$ cat src/rtl/ifetch_queue.sv
// Instruction fetch stage with a two-entry decoupling queue between the ROM
// and decode. Jumps flush the queue and redirect fetch. Hold freezes both
// fetch and delivery.
module ifetch_queue #(
    parameter logic [31:0] RESET_PC = 32'h0000_0000
) (
    input  logic        clk,
    input  logic        rst,
    output logic [31:0] rom_addr_o,
    input  logic [31:0] rom_inst_i,
    input  logic        jump_i,
    input  logic [31:0] jump_addr_i,
    input  logic        hold_i,
    output logic        inst_valid_o,
    input  logic        inst_ready_i,
    output logic [31:0] inst_o,
    output logic [31:0] inst_addr_o
);

    localparam logic [31:0] NOP = 32'h0000_0013;

    logic [31:0] fetch_pc;
    logic [1:0]  count;
    logic [31:0] head_addr;
    logic [31:0] head_inst;
    logic [31:0] tail_addr;
    logic [31:0] tail_inst;
    logic        push;
    logic        pop;
    logic        head_slot;

    // Redirect targets are word aligned, so the low address bits are ignored.
    logic unused_jump_bits;
    assign unused_jump_bits = ^jump_addr_i[1:0];

    assign rom_addr_o = fetch_pc;

    // Handshake, push/pop decisions and the decode-facing outputs.
    always_comb begin
        inst_valid_o = 1'b0;
        pop          = 1'b0;
        push         = 1'b0;
        head_slot    = 1'b0;
        inst_o       = NOP;
        inst_addr_o  = '0;
        if (!rst && !jump_i && !hold_i) begin
            inst_valid_o = (count != 2'd0);
            pop          = inst_valid_o && inst_ready_i;
            push         = (count != 2'd2) || pop;
        end
        // New entry lands in the head slot if the queue is (or becomes) empty.
        head_slot = (count == 2'd0) || ((count == 2'd1) && pop);
        if (!rst && (count != 2'd0)) begin
            inst_o      = head_inst;
            inst_addr_o = head_addr;
        end
    end

    // Fetch PC and occupancy; reset beats jump, jump beats everything else.
    always_ff @(posedge clk) begin
        if (rst) begin
            fetch_pc <= RESET_PC;
            count    <= '0;
        end else if (jump_i) begin
            fetch_pc <= {jump_addr_i[31:2], 2'b00};
            count    <= '0;
        end else begin
            if (push) begin
                fetch_pc <= fetch_pc + 32'd4;
            end
            count <= count + {1'b0, push} - {1'b0, pop};
        end
    end

    // Queue storage: a pop shifts tail into head; a push written after the
    // shift so a simultaneous refill of the head slot takes precedence.
    always_ff @(posedge clk) begin
        if (pop) begin
            head_addr <= tail_addr;
            head_inst <= tail_inst;
        end
        if (push) begin
            if (head_slot) begin
                head_addr <= fetch_pc;
                head_inst <= rom_inst_i;
            end else begin
                tail_addr <= fetch_pc;
                tail_inst <= rom_inst_i;
            end
        end
    end

endmodule
$ cat config.mk
export PLATFORM = sky130hd
export DESIGN_NAME = ifetch_queue
export DESIGN_NICKNAME = d
export VERILOG_FILES = /design/src/rtl/ifetch_queue.sv
export SDC_FILE = /design/constraint.sdc
export NUM_CORES = 1
export LEC_CHECK = 0
export CORE_MARGIN = 5
export CORE_UTILIZATION = 50
export CTS_CLUSTER_SIZE = 12
export DETAILED_ROUTE_END_ITERATION = 8
export PLACE_DENSITY = 0.81
export SLEW_MARGIN = 10
export SYNTH_ARGS = -nofsm -noshare
export SYNTH_HDL_FRONTEND = slang
export SYNTH_SLANG_ARGS = --single-unit
$ cat constraint.sdc
create_clock -name clk -period 14.3 [get_ports clk]
set_input_delay 2.86 -clock clk [delete_from_list [all_inputs] [get_ports clk]]
set_output_delay 2.86 -clock clk [all_outputs]
set_load 0.1 [all_outputs]
==> results of run 1 <==
[metal layers]
metal | vias up | share of wire, % | GRT usage, %
met1 | 2438 | 45 | 26.5
met4 | 0 | 1.1 | 6.81
met3 | 16 | 7.0 | 5.72
li1 | 2545 | - | -
met2 | 180 | 47 | 33.4
met5 | - | 0 | 0
[state kept, by name (all words and copies together), names as in the netlist]
register and count:
rom_addr_o 30, tail_inst 32, count 2, tail_addr 30, head_addr 32, head_inst 32
[worst register-to-register path, stage by stage (launching register included)]
cell and delay, ns:
dfxtp_1 0.39, o21ba_2 0.26, nand3_2 0.18, clkinv_2 0.59, ha_1 0.56, inv_1 0.04
ha_1 0.17, xor2_1 0.17, xnor2_1 0.14, nor2_1 0.05
[layout make-up]
class                           instances  area, sq um  share of cell area (%)
Timing Repair Buffer                  167         1680                    18.5
Multi-Input combinational cell        436         2780                    30.7
Inverter                                4         16.3                   0.180
Tap cell                              176          220                    2.43
Clock buffer                           22          464                    5.13
Sequential cell                       158         3780                    41.8
Clock inverter                          8          116                    1.28
[per-stage QoR]
step                total power [W]  utilization [%]  hold slack (ns)  std cells  area, sq um
finish                      0.00112             68.4            0.470        971         9060
global route                0.00116             68.4            0.494        971         9060
CTS                         0.00112             68.2            0.473        970         9030
detailed placement         0.000677             63.8            0.465        940         8450
global placement           0.000671             63.8            0.461        940         8450
floorplan                  0.000628                -            0.452        640         6770
[layout by cell type (no fill, tap or decap), types with 2 or more instances in the layout]
cell	Yosys	routed
a21oi_1	5	5
nor3_1	4	4
and2_1	69	69
dfxtp_1	96	96
conb_1	1	2
o21ai_1	13	13
inv_1	2	2
or3_1	3	3
buf_4	6	5
clkinv_2	0	4
clkbuf_8	0	2
mux2i_1	64	64
ha_1	3	3
a211oi_1	16	16
o22ai_1	4	4
and4_1	5	5
nand3_1	16	16
nand2_1	82	82
clkbuf_16	0	17
xnor2_1	10	10
a31oi_1	8	8
nand3_2	2	2
nor4_1	7	7
nand4_1	10	10
nor2_4	0	2
o21ai_0	51	51
nor2_1	26	24
edfxtp_1	62	62
bufinv_16	0	3
clkdlybuf4s50_1	0	161
and3_1	3	3
nor3b_1	2	2
clkbuf_1	19	3
or2_2	2	2
nand4b_1	2	2
xor2_1	16	16
[cells by family (layout without fill, tap and decap cells)]
logic type / count (synthesis) / after routing
buffers and inverters: 46 / 201
adder cells (fa/ha/maj): 3 / 3
other: 1 / 2
XOR/XNOR: 26 / 26
AND/OR/NAND/NOR: 239 / 239
AO/OA/AOI/OAI: 101 / 101
multiplexers: 65 / 65
flip-flops: 158 / 158
[power breakdown]
| group | internal [W] | switching (W) | leakage (nW) |
|---|---|---|---|
| logic | 0.0000513 | 0.0000901 | 1.40 |
| registers | 0.000503 | 0.0000239 | 1.35 |
| clock network | 0.000280 | 0.000168 | 0.283 |
| total | 0.000835 | 0.000282 | 3.03 |
[worst min path at each step]
| stage | to | from | cells after the start |
|---|---|---|---|
| floorplan | head_addr[0] | head_addr[0] | 1 |
| global route | head_addr[0] | head_addr[0] | 1 |
| global placement | head_addr[0] | head_addr[0] | 1 |
| finish | head_addr[0] | head_addr[0] | 1 |
| detailed placement | head_addr[0] | head_addr[0] | 1 |
| CTS | head_addr[0] | head_addr[0] | 1 |
==> flow_summary.json, run 1 <==
{
  "r2r_end": "count[1]",
  "htreeDepth": 4,
  "synthAdderAreaFrac_pct": 0.555,
  "antenna_cells": 0,
  "synth_top_family_by_area": "simple AND/OR/NAND/NOR gates",
  "synth-simple-area-share_pct": 18.5,
  "antenna_found_initial": 0,
  "ant_nets": 0,
  "syn-instance-count": 639,
  "cts-root-buf": "clkbuf_16",
  "fmax_ghz": 0.117,
  "drive_above_1_share_pct": 5.91,
  "synth_edf_count": 62,
  "crit_path_end": "inst_addr_o[20]",
  "synthArstFlopShare_pct": 0,
  "drtIter0Drc": 410,
  "cts_buffers": 17,
  "synthMuxAreaShare_pct": 9.63,
  "dp_slack_ns": 5.46,
  "path_common_cell": "clkdlybuf4s50_1",
  "postCtsSetupBuffers": 0,
  "gr-usage-all-layers_pct": 20.5,
  "yosysTopAreaCellShare_pct": 28.4,
  "r2r_start": "count[0]",
  "max_stage_delay_ns": 1.14,
  "gp_congestion": 0.824,
  "first_pass_iters": 5,
  "dieWidth_um": 126,
  "avgRoutedWirePerCell_um": 16.8,
  "min_path_type": "register to register",
  "ys.flop_type": "dfxtp_1",
  "portBuffers": 161,
  "holdBufCountCts": 0,
  "place_hpwl_mm": 10.9,
  "slowest_stage": "clkdlybuf4s50_1",
  "pin_count": 166,
  "row_count": 42,
  "avgSynthCellArea_sq_um": 10.6,
  "ys_types": 46,
  "synth_common_cells": "96 x dfxtp_1, 82 x nand2_1, 69 x and2_1, 64 x mux2i_1, 62 x edfxtp_1",
  "vias_per_cell": 5.33,
  "cp_top_family": "buffers and inverters",
  "clk_path_buf_depth": 2,
  "synth-compound-area-share_pct": 8.69,
  "ys_seq_elements": 158,
  "post-route-period-util_pct": 60.0,
  "start_kind": "input pin",
  "fill_cells": 1031,
  "num_vias": 5179,
  "skew_ns": 0.00692,
  "path_class": "input pin to output port",
  "rsz0062_at_grt": "false",
  "r2r_cells": 9,
  "cts_resized": 0,
  "crit_path_start": "rst",
  "drt-total-wl_mm": 16.4,
  "cts_sinks": 158,
  "core_area_sq_um": 13200,
  "drv_cap": 0,
  "die_area_sq_um": 16000,
  "grt_pass1_vias": 5241,
  "synth_xor_area_share_pct": 3.36,
  "netlist_area_sq_um": 6770,
  "path_clk_slew_ns": 0.06,
  "relSlewSlack_pct": 22.7,
  "worst_slew_pin_slew_ns": 1.15,
  "grt_max_degree": 71,
  "area_delta_synth_final_pct": 33.8,
  "setup_viol": 0,
  "hold_violations": 0,
  "worstPathCellList": "clkdlybuf4s50_1 -> buf_4 -> nor2_4 -> buf_16 -> and2_1 -> clkdlybuf4s50_1",
  "path_buf_inv": 4,
  "grt-ovfl-total": 0,
  "status": "completed",
  "grt_first_pass_wirelength_mm": 26.4,
  "yosysMostFrequentCell": "dfxtp_1",
  "fin_crit_ns": 8.58,
  "yosysWarnings": 0,
  "drcViolationCount": 0,
  "chipHeight_um": 126,
  "finish.net_count": 856,
  "power_leakage_nw": 3.03,
  "slew_violations": 0,
  "ys_seq_area_share_pct": 55.9,
  "start_util_pct": 51.1,
  "arrival_ns": 5.72,
  "cp_max_fo": 36,
  "ys_top_cells_by_area": "dfxtp_1 28%, edfxtp_1 28%, mux2i_1 9.5%, and2_1 6.4%, nand2_1 4.5%",
  "critPathRequiredTime_ns": 11.44,
  "cp.depth": 6,
  "end_kind": "output port",
  "powerDensity_nw_per_um2": 123,
  "fin_ws_ns": 5.72,
  "peakVddDrop_uv": 87.0,
  "reg2reg_slack_ns": 11.64,
  "cts_tree": "yes",
  "synth_area_leader_cell": "dfxtp_1",
  "clock_latency_ns": 0.42,
  "tns_ns": 0
}
(Power assumes the default switching activity.)
==> run 2, diff against run 1 <==
Clock period 14.3 ns to 8.2 ns, I/O delays scaled along.
==> run 2 against run 1 <==
  * Final cell count rose by 0.10%
  * Hold slack got worse by 0.00087 ns
  * Critical path depth unchanged
  * Routed wire length is 0.88% higher
  * First-iteration DRC count rose by 13%
  * Combinational power up 75%
  * Sequential share of layout area is essentially flat
  * Design area hardly changed
  * Largest power group unchanged
==> flow_summary.json, run 2 (synthesis gave the netlist of run 1 again) <==
{
  "status": "completed",
  "r2r_end": "count[1]",
  "layout_common_cells": "161 x clkdlybuf4s50_1, 96 x dfxtp_1, 82 x nand2_1, 69 x and2_1, 64 x mux2i_1",
  "crit_path_end": "inst_addr_o[28]",
  "slew_violations": 0,
  "cp_max_fo": 39,
  "fin_cells": 972,
  "clockPowerShare_pct": 40.4,
  "vias_per_cell": 5.40,
  "pin_count": 166,
  "cts-root-buf": "clkbuf_16",
  "cp.depth": 6,
  "core_area_sq_um": 13200,
  "dp.cells": 940,
  "chipHeight_um": 126,
  "end_kind": "output port",
  "clk_path_buf_depth": 2,
  "start_kind": "input pin",
  "holdBufCountCts": 0,
  "cts_buffers": 17,
  "max_stage_delay_ns": 1.13,
  "drcViolationCount": 0,
  "p_int_w": 0.00147,
  "cts_sinks": 158,
  "hold-path-cell-count": 1,
  "grt_pass1_vias": 5223,
  "reg2reg_slack_ns": 5.52,
  "seq_power_share_pct": 47.0,
  "tns_ns": 0,
  "worstPathCellList": "clkdlybuf4s50_1 -> buf_4 -> nor2_4 -> buf_16 -> and2_1 -> clkdlybuf4s50_1",
  "layout.cells.most_common": "clkdlybuf4s50_1",
  "relSlewSlack_pct": 31.6,
  "path_clk_slew_ns": 0.06,
  "finish.net_count": 856,
  "fill_cells": 973,
  "grt_max_degree": 71,
  "drv_cap": 0,
  "peakVddDrop_uv": 112,
  "setup_viol": 0,
  "cp_top_family": "buffers and inverters",
  "reg.largest.list": "head_addr x32, head_inst x32, tail_inst x32",
  "grt-ovfl-total": 0,
  "portBuffers": 161,
  "powerDensity_nw_per_um2": 216,
  "htreeDepth": 4,
  "min_path_type": "register to register",
  "grt_first_pass_wirelength_mm": 26.3,
  "area_delta_synth_final_pct": 33.9,
  "start_util_pct": 51.1,
  "power_leakage_nw": 3.04,
  "arrival_ns": 4.42,
  "path_common_cell": "clkdlybuf4s50_1",
  "post-route-period-util_pct": 73.9,
  "drt-total-wl_mm": 16.5,
  "hold_violations": 0,
  "worst_slew_pin_slew_ns": 1.02,
  "gp_congestion": 0.819,
  "swShare_pct": 24.8,
  "cts_resized": 0,
  "die_area_sq_um": 16000,
  "fmax_ghz": 0.165,
  "cts_tree": "yes",
  "clock_latency_ns": 0.42,
  "critPathRequiredTime_ns": 6.56,
  "drtIter0Drc": 463,
  "row_count": 42,
  "r2r_start": "count[0]",
  "slowest_stage": "clkdlybuf4s50_1",
  "path_class": "input pin to output port",
  "place_hpwl_mm": 11.0,
  "antenna_cells": 0,
  "first_pass_iters": 5,
  "crit_path_start": "rst",
  "num_vias": 5253,
  "ant_nets": 0,
  "dieWidth_um": 126,
  "path_buf_inv": 4,
  "fin_crit_ns": 6.06,
  "p_comb_share_pct": 12.6,
  "gr-usage-all-layers_pct": 20.5,
  "drive_above_1_share_pct": 5.78,
  "skew_ns": 0.00569,
  "switching_power_w": 0.000486,
  "avgRoutedWirePerCell_um": 17.0,
  "postCtsSetupBuffers": 0,
  "r2r_cells": 9,
  "rsz0062_at_grt": "false",
  "antenna_found_initial": 0
}
run 2: cell count changes in the layout (fill, tap and decap cells not counted), sizes merged:
cell and delta:
bufinv +1, clkinv +1, clkinvlp -1
run 2: layout make-up:
cell class	count	area, sq um	share of cell area [%]
Sequential cell	158	3780	41.7
Clock buffer	22	444	4.90
Tap cell	176	220	2.43
Timing Repair Buffer	167	1680	18.5
Multi-Input combinational cell	436	2780	30.7
Clock inverter	9	144	1.59
Inverter	4	16.3	0.179
run 2: stage by stage:
step | instance area [sq um] | utilization [%] | hold WS [ns] | power [W] | setup WS (ns)
after floorplan | 6770 | - | 0.452 | 0.00109 | 2.39
after global placement | 8450 | 63.8 | 0.461 | 0.00117 | 1.82
after detailed placement | 8450 | 63.8 | 0.469 | 0.00118 | 1.80
after CTS | 9040 | 68.2 | 0.477 | 0.00197 | 1.78
after global routing | 9060 | 68.4 | 0.493 | 0.00204 | 2.01
final | 9060 | 68.4 | 0.469 | 0.00196 | 2.14
run 2: power by group through the flow:
stage | Sequential, W | Clock, W | Combinational (W)
6_report | 0.000920 | 0.000790 | 0.000247
5_1_grt | 0.000928 | 0.000844 | 0.000265
3_3_place_gp | 0.000931 | 0 | 0.000239
3_5_place_dp | 0.000935 | 0 | 0.000247
2_1_floorplan | 0.000993 | 0 | 0.000102
4_1_cts | 0.000920 | 0.000806 | 0.000248
run 2: worst min path at each step:
stage            startpoint            to  slack, ns
6_report       head_addr[0]  head_addr[0]       0.47
5_1_grt        head_addr[0]  head_addr[0]       0.49
4_1_cts        head_addr[0]  head_addr[0]       0.48
3_5_place_dp   head_addr[0]  head_addr[0]       0.47
3_3_place_gp   head_addr[1]  head_addr[1]       0.46
2_1_floorplan  head_addr[0]  head_addr[0]       0.45
run 2: metal layers:
metal  up-vias  wire [um]  part of all wire, %  global-route usage, %
met2       190       7810                   47                   33.4
li1       2550          -                    -                      -
met4         0        254                  1.5                   7.07
met3        19       1180                  7.2                   5.88
met1      2494       7260                   44                   26.3
met5         -          0                    0                      0
==> run 3, diff against run 2 <==
Settings changed: CORE_UTILIZATION 50 to 45, PLACE_DENSITY 0.81 to 0.77.
Clock period 8.2 ns to 4.9 ns, I/O delays scaled along.
==> run 3 against run 2 <==
  * Sequential cell count unchanged
  * Final cell count grew 1.3%
  * Combinational power is 72% higher
  * Count of clock-buffer cells in the layout unchanged
  * Non-clock buffer count increased by 4
  * Largest power group unchanged
==> flow_summary.json, run 3 (synthesis gave the netlist of run 1 again) <==
{
  "status": "completed",
  "die_area_sq_um": 17600,
  "drtIter0Drc": 362,
  "avgRoutedWirePerCell_um": 17.3,
  "portBuffers": 161,
  "start_kind": "input pin",
  "drive_above_1_share_pct": 14.9,
  "cp_max_fo": 61,
  "gr-usage-all-layers_pct": 19.6,
  "cts_buffers": 17,
  "antenna_found_initial": 0,
  "drt-total-wl_mm": 17.0,
  "postCtsSetupBuffers": 0,
  "r2r_start": "count[0]",
  "first_pass_iters": 5,
  "peakVddDrop_uv": 211,
  "vias_per_cell": 5.30,
  "relSlewSlack_pct": 31.5,
  "area_delta_synth_final_pct": 43.6,
  "reg2reg_slack_ns": 2.51,
  "end_kind": "output port",
  "num_vias": 5223,
  "grt-ovfl-total": 0,
  "power_leakage_nw": 3.35,
  "r2r_cells": 5,
  "reg.largest.list": "head_addr x32, head_inst x32, tail_inst x32",
  "row_count": 44,
  "cts-root-buf": "clkbuf_16",
  "hold_end": "head_addr[1]",
  "gp_congestion": 0.799,
  "drcViolationCount": 0,
  "htreeDepth": 4,
  "powerDensity_nw_per_um2": 340,
  "path_class": "input pin to output port",
  "critPathRequiredTime_ns": 3.92,
  "fill_cells": 1120,
  "cts_resized": 0,
  "path_clk_slew_ns": 0.06,
  "grt_max_degree": 77,
  "multi_input_area_sq_um": 2780,
  "chipHeight_um": 133,
  "r2r_end": "head_inst[21]",
  "worst_slew_pin_slew_ns": 1.02,
  "layout_common_cells": "96 x dfxtp_1, 96 x clkdlybuf4s50_1, 82 x nand2_1, 69 x and2_1, 64 x mux2i_1",
  "drv_cap": 0,
  "fin_crit_ns": 3.85,
  "hold-path-cell-count": 1,
  "grt_pass1_vias": 5399,
  "place_hpwl_mm": 11.7,
  "seq_area_sq_um": 3780,
  "post-route-period-util_pct": 78.5,
  "dieWidth_um": 133,
  "holdBufCountCts": 0,
  "hold_start": "head_addr[1]",
  "clock_latency_ns": 0.42,
  "finish.net_count": 860,
  "min_path_type": "register to register",
  "p_total_w": 0.00330,
  "clk_path_buf_depth": 2,
  "cts_tree": "yes",
  "arrival_ns": 2.87,
  "grt_first_pass_wirelength_mm": 27.7,
  "cts_sinks": 158,
  "core_area_sq_um": 14600,
  "ant_nets": 0,
  "rsz0062_at_grt": "false",
  "hold_violations": 0,
  "skew_ns": 0.0124,
  "start_util_pct": 46.2,
  "fmax_ghz": 0.260,
  "tns_ns": 0,
  "antenna_cells": 0,
  "setup_viol": 0,
  "slew_violations": 0,
  "pin_count": 166
}
run 3: worst max-delay path: stages:
cell and delay [ns]:
clkdlybuf4s50_1 0.70, nor2_4 0.20, buf_4 0.47, and2_1 0.31
buf_12 0.20
run 3: per-layer routing:
metal  share of wire, %  GRT usage [%]
met2                 48           32.4
met5                  0              0
met3                7.8           6.83
met4                1.6           7.51
met1                 43           23.5
run 3: cell type report:
cell class	count	area share, %
sequential	158	38.9
multi-input combinational	436	28.6
timing repair buffer	171	23.7
clock buffer	22	4.88
tap	184	2.37
clock inverter	10	1.40
inverter	4	0.167
run 3: through the flow:
stage,setup slack (ns),area (sq um),instances,hold slack [ns],utilization [%]
after floorplan,0.0564,6770,640,0.452,-
after global placement,1.04,9110,953,0.460,62.2
after detailed placement,1.06,9110,953,0.465,62.2
after CTS,1.04,9720,985,0.473,66.4
after global routing,0.912,9720,985,0.480,66.4
final,1.05,9720,985,0.470,66.4
run 3: worst max path at each step:
| stage | from | to | slack (ns) | depth (start not counted) |
|---|---|---|---|---|
| 3_3_place_gp | rst | inst_addr_o[15] | 1.04 | 5 |
| 6_report | rst | inst_addr_o[15] | 1.05 | 5 |
| 5_1_grt | rst | inst_addr_o[15] | 0.91 | 5 |
| 4_1_cts | rst | inst_addr_o[15] | 1.04 | 5 |
| 2_1_floorplan | rst | tail_addr[10] | 0.06 | 5 |
| 3_5_place_dp | rst | inst_addr_o[15] | 1.06 | 5 |
run 3: where the power goes:
group	switching [W]	internal, W
clock	0.000500	0.000840
sequential	0.0000699	0.00147
combinational	0.000268	0.000158
